**config.mk**
```make
export PLATFORM = sky130hd
export DESIGN_NAME = mem_arbiter
export DESIGN_NICKNAME = d
export VERILOG_FILES = /design/src/rtl/mem_arbiter.sv
export SDC_FILE = /design/constraint.sdc
export NUM_CORES = 1
export LEC_CHECK = 0
export ABC_AREA = 1
export BUFFER_PORTS_ARGS = -buffer_cell sky130_fd_sc_hd__buf_4
export CORE_MARGIN = 5
export CORE_UTILIZATION = 42
export DETAILED_ROUTE_END_ITERATION = 8
export PLACE_DENSITY = 0.81
export RECOVER_POWER = 50
export SYNTH_ARGS = -nofsm -noshare
export SYNTH_HDL_FRONTEND = slang
export SYNTH_SLANG_ARGS = --single-unit
```
**constraint.sdc**
```tcl
create_clock -name clk -period 3.6 [get_ports clk]
set_input_delay 0 -clock clk [delete_from_list [all_inputs] [get_ports clk]]
set_output_delay 0 -clock clk [all_outputs]
set_load 0.01 [all_outputs]
```
**src/rtl/mem_arbiter.sv**
```systemverilog
// mem_arbiter: shares the unified instruction/data memory of the multicycle
// core between the core port (c_*) and a debug/loader port (d_*).
// - The core has fixed priority.
// - A starvation counter forces a debug grant after STARVE_LIMIT consecutive
//   core grants while d_req waits.
// - All m_* outputs are registered, so no combinational path runs from any
//   requester input to the memory.
// - A new grant can be issued in the same cycle that m_ready completes the
//   previous transaction (no bubble between transactions).
// Optional feature: define ARB_TIMEOUT_EN to abort a transaction that waits
// TIMEOUT cycles for m_ready. An aborted read returns 0xDEADBEEF and err
// pulses. Without the macro the arbiter waits indefinitely and err is tied to 0.
module mem_arbiter #(
   parameter int unsigned AW           = 32,
   parameter int unsigned DW           = 32,
   parameter int unsigned STARVE_LIMIT = 4,
   parameter int unsigned TIMEOUT      = 16
) (
   input  logic          clk,
   input  logic          reset,
   // core port
   input  logic          c_req,
   input  logic          c_we,
   input  logic [AW-1:0] c_addr,
   input  logic [DW-1:0] c_wdata,
   output logic          c_gnt,
   output logic          c_rvalid,
   output logic [DW-1:0] c_rdata,
   // debug/loader port
   input  logic          d_req,
   input  logic          d_we,
   input  logic [AW-1:0] d_addr,
   input  logic [DW-1:0] d_wdata,
   output logic          d_gnt,
   output logic          d_rvalid,
   output logic [DW-1:0] d_rdata,
   // memory side
   output logic          m_req,
   output logic          m_we,
   output logic [AW-1:0] m_addr,
   output logic [DW-1:0] m_wdata,
   input  logic          m_ready,
   input  logic [DW-1:0] m_rdata,
   // status
   output logic          busy,
   output logic          err
);

   localparam logic [1:0] S_IDLE   = 2'd0;
   localparam logic [1:0] S_BUSY_C = 2'd1;
   localparam logic [1:0] S_BUSY_D = 2'd2;

   localparam int unsigned   SW         = $clog2(STARVE_LIMIT + 1);
   localparam logic [SW-1:0] STARVE_MAX = SW'(STARVE_LIMIT);
   localparam logic [DW-1:0] ABORT_DATA = DW'(32'hDEADBEEF);

   logic [1:0]    state_q, state_d;
   logic          m_req_q, m_req_d;
   logic          m_we_q, m_we_d;
   logic [AW-1:0] m_addr_q, m_addr_d;
   logic [DW-1:0] m_wdata_q, m_wdata_d;
   logic [SW-1:0] starve_q, starve_d;
   logic          c_rvalid_q, c_rvalid_d;
   logic [DW-1:0] c_rdata_q, c_rdata_d;
   logic          d_rvalid_q, d_rvalid_d;
   logic [DW-1:0] d_rdata_q, d_rdata_d;

   logic busy_st;
   logic complete;
   logic arb_point;
   logic d_wins;
   logic c_wins;
   logic abort;

   // Arbitration:
   // - an arbitration point is IDLE, or the BUSY cycle that completes;
   // - grants are suppressed while reset is high.
   assign busy_st   = (state_q == S_BUSY_C) || (state_q == S_BUSY_D);
   assign complete  = busy_st & m_ready;
   assign arb_point = ~reset & (~busy_st | m_ready);
   assign d_wins    = d_req & ((starve_q == STARVE_MAX) | ~c_req);
   assign c_wins    = c_req & ~d_wins;
   assign d_gnt     = arb_point & d_wins;
   assign c_gnt     = arb_point & c_wins;

`ifdef ARB_TIMEOUT_EN
   localparam int unsigned   TW       = $clog2(TIMEOUT + 1);
   localparam logic [TW-1:0] TMO_LAST = TW'(TIMEOUT - 1);

   logic [TW-1:0] tmo_q, tmo_d;
   logic          err_q;

   // Abort on the TIMEOUT-th consecutive wait cycle of one transaction.
   assign abort = busy_st & ~m_ready & (tmo_q == TMO_LAST);

   // Wait-cycle counter: restarts with every grant, advances on each wait state.
   always_comb begin
      tmo_d = tmo_q;
      if (c_gnt | d_gnt) begin
         tmo_d = '0;
      end else if (busy_st & ~m_ready) begin
         tmo_d = tmo_q + TW'(1);
      end
   end

   // Timeout state: the err pulse lines up with the aborted read's rvalid.
   always_ff @(posedge clk or posedge reset) begin
      if (reset) begin
         tmo_q <= '0;
         err_q <= 1'b0;
      end else begin
         tmo_q <= tmo_d;
         err_q <= abort;
      end
   end

   assign err = err_q;
`else
   assign abort = 1'b0;
   assign err   = 1'b0;
`endif

   // Transaction FSM and memory request registers.
   always_comb begin
      // NOTE: every always_comb output gets a default first so no path can infer a latch.
      state_d   = state_q;
      m_req_d   = m_req_q;
      m_we_d    = m_we_q;
      m_addr_d  = m_addr_q;
      m_wdata_d = m_wdata_q;
      if (d_gnt) begin
         state_d   = S_BUSY_D;
         m_req_d   = 1'b1;
         m_we_d    = d_we;
         m_addr_d  = d_addr;
         m_wdata_d = d_wdata;
      end else if (c_gnt) begin
         state_d   = S_BUSY_C;
         m_req_d   = 1'b1;
         m_we_d    = c_we;
         m_addr_d  = c_addr;
         m_wdata_d = c_wdata;
      end else if (arb_point | abort | ~busy_st) begin
         // Nothing granted at an arbitration point, a timeout abort, or an
         // unused state encoding: return to IDLE.
         state_d = S_IDLE;
         m_req_d = 1'b0;
      end
   end

   // Starvation counter: counts core grants that bypass a waiting debug request.
   always_comb begin
      starve_d = starve_q;
      if (arb_point) begin
         if (d_gnt | ~d_req) begin
            starve_d = '0;
         end else if (c_gnt && (starve_q != STARVE_MAX)) begin
            starve_d = starve_q + SW'(1);
         end
      end
   end

   // Read return: route m_rdata to the owning port, or return the abort pattern.
   always_comb begin
      c_rvalid_d = 1'b0;
      d_rvalid_d = 1'b0;
      c_rdata_d  = c_rdata_q;
      d_rdata_d  = d_rdata_q;
      if (complete & ~m_we_q) begin
         if (state_q == S_BUSY_C) begin
            c_rvalid_d = 1'b1;
            c_rdata_d  = m_rdata;
         end else begin
            d_rvalid_d = 1'b1;
            d_rdata_d  = m_rdata;
         end
      end else if (abort & ~m_we_q) begin
         if (state_q == S_BUSY_C) begin
            c_rvalid_d = 1'b1;
            c_rdata_d  = ABORT_DATA;
         end else begin
            d_rvalid_d = 1'b1;
            d_rdata_d  = ABORT_DATA;
         end
      end
   end

   // State registers; reset drops any in-flight transaction without a response.
   always_ff @(posedge clk or posedge reset) begin
      if (reset) begin
         state_q    <= S_IDLE;
         m_req_q    <= 1'b0;
         m_we_q     <= 1'b0;
         m_addr_q   <= '0;
         m_wdata_q  <= '0;
         starve_q   <= '0;
         c_rvalid_q <= 1'b0;
         c_rdata_q  <= '0;
         d_rvalid_q <= 1'b0;
         d_rdata_q  <= '0;
      end else begin
         // NOTE: non-blocking assignments so every flop samples pre-edge values.
         state_q    <= state_d;
         m_req_q    <= m_req_d;
         m_we_q     <= m_we_d;
         m_addr_q   <= m_addr_d;
         m_wdata_q  <= m_wdata_d;
         starve_q   <= starve_d;
         c_rvalid_q <= c_rvalid_d;
         c_rdata_q  <= c_rdata_d;
         d_rvalid_q <= d_rvalid_d;
         d_rdata_q  <= d_rdata_d;
      end
   end

   assign m_req    = m_req_q;
   assign m_we     = m_we_q;
   assign m_addr   = m_addr_q;
   assign m_wdata  = m_wdata_q;
   assign busy     = m_req_q;
   assign c_rvalid = c_rvalid_q;
   assign c_rdata  = c_rdata_q;
   assign d_rvalid = d_rvalid_q;
   assign d_rdata  = d_rdata_q;

endmodule

```
==> impl_metrics.csv, run 1 <==
group,metric,value,unit
clocking,cts_setup_buffers,0,
yosys,synth_top_area_share,0.547,
final_layout,drive_gt1_frac,0.174,
clocking,numClockSinks,137,
final_layout,areaGrowthSynthToFinish,64.3,%
worst_setup_path,worst_setup_path_start_kind,"flop",
worst_setup_path,worst-r2r-setup-slack,0.62,ns
worst_setup_path,worst_setup_path_endpoint,"m_wdata[28]",
min_path,min_from,"d_req",
timing,period_needed,2.98,ns
yosys,seq_area_frac_synth,0.547,
timing,final.setup_skew,0.0130,ns
grt,first_global_vias,7779,
yosys,synthTopCellsByArea,"sky130_fd_sc_hd__dfrtp_1, sky130_fd_sc_hd__nand2_1, sky130_fd_sc_hd__nand4_1",
clocking,root_buffer,"sky130_fd_sc_hd__clkbuf_16",
pwr,total_power,5880,uW
final_layout,final_core_util,0.705,
worst_setup_path,data_arrival_time_of_the_critical_path,3.33,ns
drt,detail_route.wl_per_cell,18.0,um
floorplan,start_util,0.429,
clocking,clk_path_buf_depth,2,
timing,fin_crit_sh,0.829,
clocking,worst_setup_hold_path_clk_slew,0.06,ns
worst_setup_path,r2r_cells,9,
timing,finalSetupViolCount,0,
worst_setup_path,path_common_cell,"sky130_fd_sc_hd__nand2_1",
yosys,mappedNetlistArea,6260,um2
drt,drc,0,
timing,finalHoldViolations,0,
yosys,synth_cells,788,
pwr,p_leak,0.00537,uW
min_path,worstHoldPathType,"input pin to flop",
worst_setup_path,sequence_of_cells_on_the_critical_path,"ha_1 > nor2_2 > nor2_4 > buf_4 > nand4_1 > nand2_1 > dlygate4sd3_1 > nand2_1 > nand2_1",
worst_setup_path,worst_path_max_delay_cell,"sky130_fd_sc_hd__buf_4",
drt,routed_via_density,5.28,
clocking,htree_levels,4,
grt,antenna_found_initial,0,
yosys,synth.ff_latch_count,137,
placed_design,hpwlAfterDp,14.0,mm
pwr,vdd.ir_drop.worst,0.340,mV
placed_design,globalplace.congestion,0.824,
timing,max_clock_freq,0.335,GHz
worst_setup_path,endpoint_kind,"flop",
timing,fin_ws,0.615,ns
clocking,clock_insertion_delay_worst_skew,0.42,ns
drt,drt_pre_antenna_iters,5,
outcome,outcome,"finished with violations",
yosys,synth_ff_type,"sky130_fd_sc_hd__dfrtp_1",
min_path,worstHoldPathCells,3,
floorplan,chipHeight,132,um
yosys,ys_types,20,
timing,totalNegativeSetupSlack,0,ns
worst_setup_path,worst_ep_required_time,3.94,ns
floorplan,dieArea,17500,um2
drt,dr_total_vias,7477,
worst_setup_path,critical_path.startpoint,"state_q[0]",
yosys,yosysWarningCount,0,
pwr,power_density,571,nW/um2
yosys,post-synth-top-count-cell,"sky130_fd_sc_hd__nand2_1",
worst_setup_path,critical_path.max_fanout,53,
worst_setup_path,rr_startpoint,"state_q[0]",
floorplan,core.rowCount,44,
drt,drt_wl_total,25.4,mm
yosys,yosysTopAreaCell,"sky130_fd_sc_hd__dfrtp_1",
yosys,synth.cells.most_frequent,"sky130_fd_sc_hd__nand2_1, sky130_fd_sc_hd__dfrtp_1, sky130_fd_sc_hd__o21ai_0",
placed_design,io_buffers,301,
yosys,avgSynthCellArea,7.95,um2
placed_design,place_worst_setup_slack,1.16,ns
timing,tightest_slew,2.06,ns
floorplan,die-width,132,um
worst_setup_path,slowest_delay,0.56,ns
drt,post_route_antenna_net_violation_count,0,
grt,grt_pass1_wl,40.2,mm
grt,grt_max_degree,72,
timing,grt_setup_unrepaired,"no",
floorplan,core_area,14600,um2
outcome,violations,"max-capacitance violations, max-slew violations",
final_layout,final_nets,1391,
yosys,async_reset_ff_frac,1.00,
run,timing.max_cap.violations,1,
worst_setup_path,critical_path_class,"flop to flop",
grt,grt_usage,0.285,
clocking,tritoncts,"done",
timing,final_max_slew_viol_count,46,
worst_setup_path,r2r-end,"m_wdata[28]",
grt,grt.overflow.total,0,
yosys,synth_enable_flop_cells,0,
floorplan,io_pins,303,
drt,drt_first_iter_violations,519,
yosys,postSynthNetCount,958,
timing,timing.max_slew.rel_slack,-0.382,
clocking,cts_inserted_buffers,17,
kinds of logic (layout without fill, tap and decap cells):
group,Yosys count,in the layout,synth area share
other,1,2,0.000599
buffers and inverters,106,550,0.0757
and+or+nand+nor,469,469,0.312
xor gates and xnor gates,1,1,0.00140
DFF,137,137,0.547
AOI/OAI and AO/OA,71,71,0.0573
adders and majority gates,3,3,0.00599
metal layers:
layer  up-vias  share of wire  global-route usage
met1      3495           0.37               0.323
li1       3366              -                   -
met2       499           0.47               0.465
met3       117           0.10              0.0924
met4         0          0.061               0.178
met5         -              0                   0
how the worst min path moves through the flow:
stage	end	slack, ns
finish	starve_q[0]	0.29
global route	starve_q[2]	0.28
CTS	starve_q[2]	0.22
detailed placement	m_wdata[11]	0.28
global placement	c_rdata[22]	0.28
floorplan	c_gnt	0.13
worst max-delay path, delay by kind of cell, from the launching register on:
family	cells	cell delay [ns]
fa+ha+maj	1	0.32
buf+inv	2	1.11
flops	1	0.38
simple gates	6	1.06
report_power, final:
part	switching (uW)	total, uW	internal [uW]
Sequential	309	2340	2030
Clock	649	1750	1100
Combinational	1080	1780	707
Total	2030	5880	3840
through the flow:
stage | hold WS [ns] | cell area [um2] | instances
floorplan | 0.133 | 6270 | 788
global placement | 0.279 | 8550 | 1221
detailed placement | 0.283 | 8550 | 1221
CTS | 0.219 | 10800 | 1416
global route | 0.278 | 10300 | 1416
finish | 0.294 | 10300 | 1417
registers in the layout, indices dropped and copies added, names as in the netlist:
register and flops:
c_rdata 32, d_rdata 32, m_addr 32, m_wdata 32, starve_q 3, state_q 2
busy 1, c_rvalid 1, d_rvalid 1, m_we 1
cells in the final DEF, fill, tap and decap left out, types with 2 or more instances in the layout:
cell	n
sky130_fd_sc_hd__ha_1	3
sky130_fd_sc_hd__nand3_2	3
sky130_fd_sc_hd__buf_4	174
sky130_fd_sc_hd__inv_1	44
sky130_fd_sc_hd__bufinv_16	3
sky130_fd_sc_hd__clkinv_2	2
sky130_fd_sc_hd__o21ai_0	70
sky130_fd_sc_hd__clkinv_4	2
sky130_fd_sc_hd__nand4_1	68
sky130_fd_sc_hd__nand2_1	392
sky130_fd_sc_hd__dfrtp_1	137
sky130_fd_sc_hd__dlygate4sd3_1	165
sky130_fd_sc_hd__clkbuf_1	135
sky130_fd_sc_hd__clkinvlp_4	3
sky130_fd_sc_hd__clkbuf_16	17
layout make-up:
| cell class | instances | area [um2] |
|---|---|---|
| fillers | 1103 | 4300 |
| repair buffers | 474 | 3480 |
| flip-flops and latches | 137 | 3430 |
| multi-input cells | 545 | 2380 |
| clock buffers | 19 | 443 |
| well taps | 184 | 230 |
| inverters | 46 | 174 |
| clock inverters | 11 | 149 |
| diodes | 1 | 2.50 |
repair_timing:
| item | in CTS | in global routing |
|---|---|---|
| hold endpoints to repair | 175 | 0 |
| gates resized for setup | 0 | 0 |
| hold buffers | 165 | 0 |
Note: power is estimated with default switching activity, not from simulation.
==> run 2, diff against run 1 <==
Clock period 3.6 ns to 2.55 ns, I/O delays scaled along.
==> impl_metrics.csv, run 2 (synthesized netlist as in run 1, its figures left out) <==
group,metric,value,unit
outcome,outcome,"completed",
timing,timing.max_slew.rel_slack,0.224,
clocking,tritoncts,"done",
clocking,cts_setup_buffers,0,
clocking,htree_levels,4,
clocking,clock_insertion_delay_worst_skew,0.41,ns
timing,totalNegativeSetupSlack,0,ns
final_layout,fill_cells,1091,
floorplan,io_pins,303,
grt,first_global_vias,7835,
final_layout,layout_commonest_cell,"sky130_fd_sc_hd__nand2_1",
pwr,p_leak,0.00540,uW
worst_setup_path,worst_ep_required_time,2.90,ns
timing,fin_crit_sh,0.940,
floorplan,die-width,132,um
final_layout,antenna-diode-count,0,
run,timing.max_cap.violations,0,
timing,grt_setup_unrepaired,"no",
grt,grt_usage,0.291,
worst_setup_path,critical_path_class,"flop to flop",
drt,drt_wl_total,25.8,mm
pwr,vdd.ir_drop.worst,0.458,mV
worst_setup_path,worst-r2r-setup-slack,0.15,ns
pwr,power.net_switching,2910,uW
drt,post_route_antenna_net_violation_count,0,
final_layout,final_core_util,0.708,
floorplan,chipHeight,132,um
drt,routed_via_density,5.28,
worst_setup_path,critical-path-top-delay-family,"buffers and inverters",
floorplan,dieArea,17500,um2
worst_setup_path,endpoint_kind,"flop",
worst_setup_path,worst_path_max_delay_cell,"sky130_fd_sc_hd__dlygate4sd3_1",
clocking,cts_inserted_buffers,17,
floorplan,core_area,14600,um2
worst_setup_path,critical_path.max_fanout,67,
min_path,worstHoldPathType,"input pin to flop",
pwr,power_density,801,nW/um2
timing,tightest_slew,1.16,ns
worst_setup_path,slowest_delay,0.60,ns
clocking,clk_path_buf_depth,2,
placed_design,post_dp_cell_area,8620,um2
final_layout,areaGrowthSynthToFinish,64.9,%
grt,grt_pass1_wl,40.9,mm
timing,final_max_slew_viol_count,0,
floorplan,core.rowCount,44,
placed_design,io_buffers,301,
grt,grt_max_degree,72,
final_layout,layout_common_cells,"sky130_fd_sc_hd__nand2_1, sky130_fd_sc_hd__buf_4, sky130_fd_sc_hd__dlygate4sd3_1",
final_layout,final_design_area_no_fill,10300,um2
worst_setup_path,worst_setup_path_start_kind,"flop",
pwr,power.clock.fraction,0.290,
clocking,worst_setup_hold_path_clk_slew,0.05,ns
worst_setup_path,worst-path-buf-inv,2,
timing,final.setup_skew,0.00482,ns
drt,dr_total_vias,7508,
timing,max_clock_freq,0.417,GHz
final_layout,drive_gt1_frac,0.179,
worst_setup_path,path_common_cell,"sky130_fd_sc_hd__nand2_1",
timing,period_needed,2.40,ns
pwr,pwr-share-seq,0.402,
pwr,swShare,0.351,
placed_design,hpwlAfterDp,14.3,mm
worst_setup_path,data_arrival_time_of_the_critical_path,2.75,ns
clocking,numClockSinks,137,
drt,drc,0,
worst_setup_path,sequence_of_cells_on_the_critical_path,"ha_1 > nor2_2 > nor2_4 > nand3_2 > buf_12 > nand2_1 > nand2_1 > dlygate4sd3_1 > nand2_1 > nand2_1",
drt,drt_first_iter_violations,571,
grt,antenna_found_initial,0,
final_layout,final_nets,1395,
placed_design,globalplace.congestion,0.833,
drt,detail_route.wl_per_cell,18.1,um
drt,drt_pre_antenna_iters,5,
timing,finalHoldViolations,0,
pwr,p_int,5370,uW
pwr,power_frac_comb,0.308,
floorplan,start_util,0.429,
timing,finalSetupViolCount,0,
clocking,root_buffer,"sky130_fd_sc_hd__clkbuf_16",
grt,grt.overflow.total,0,
==> run 2: worst paths after layout <==
kind	start	to	depth (start not counted)
setup / recovery	state_q[0]	m_addr[31]	10
hold / removal	d_req	starve_q[2]	3
setup reg to reg	state_q[0]	m_addr[31]	10
hold reg to reg	m_addr[27]	m_addr[27]	2
max in group asynchronous	reset	c_rdata[4]	4
min in group asynchronous	reset	m_addr[22]	3
==> run 2: timing repair <==
item,CTS,global route
gates resized for setup,0,2
hold buffers,165,0
endpoints found under the hold margin,156,0
endpoints found under the setup margin,0,34
==> run 2: cell type report <==
type	count	area (um2)	area share
Timing Repair Buffer	478	3530	0.342
Inverter	46	174	0.0168
Clock buffer	20	457	0.0442
Multi-Input combinational cell	545	2390	0.231
Tap cell	184	230	0.0223
Sequential cell	137	3430	0.332
Clock inverter	11	123	0.0119
==> run 2: layer usage <==
metal  wire length (um)  vias to the layer above  share of wire  track usage
li1                   -                     3380              -            -
met1               8960                     3447           0.35        0.327
met2              12600                      560           0.49        0.485
met3               2690                      121           0.10       0.0916
met4               1490                        0          0.058        0.171
met5                  0                        -              0            0
==> run 2: worst reg2reg max path, stage by stage, from the launching register on <==
cell	delay [ns]
sky130_fd_sc_hd__dfrtp_1	0.38
sky130_fd_sc_hd__ha_1	0.34
sky130_fd_sc_hd__nor2_2	0.18
sky130_fd_sc_hd__nor2_4	0.06
sky130_fd_sc_hd__nand3_2	0.08
sky130_fd_sc_hd__buf_12	0.28
sky130_fd_sc_hd__nand2_1	0.14
sky130_fd_sc_hd__nand2_1	0.08
sky130_fd_sc_hd__dlygate4sd3_1	0.60
sky130_fd_sc_hd__nand2_1	0.10
sky130_fd_sc_hd__nand2_1	0.09
==> run 2: power groups by stage <==
| stage | clock [uW] | sequential [uW] | combinational (uW) |
|---|---|---|---|
| after floorplan | 0 | 3580 | 828 |
| after global placement | 0 | 3300 | 2680 |
| after detailed placement | 0 | 3310 | 2750 |
| after CTS | 2430 | 3300 | 3010 |
| after global routing | 2570 | 3390 | 2800 |
| final | 2400 | 3320 | 2550 |
==> run 2: per-stage QoR <==
stage,hold slack (ns),power [uW],setup slack [ns],instances
2_1_floorplan,0.133,4410,0.843,788
3_3_place_gp,0.144,5970,0.652,1225
4_1_cts,0.198,8740,0.173,1421
5_1_grt,0.278,8760,0.0223,1421
3_5_place_dp,0.149,6060,0.589,1225
6_report,0.260,8280,0.152,1421
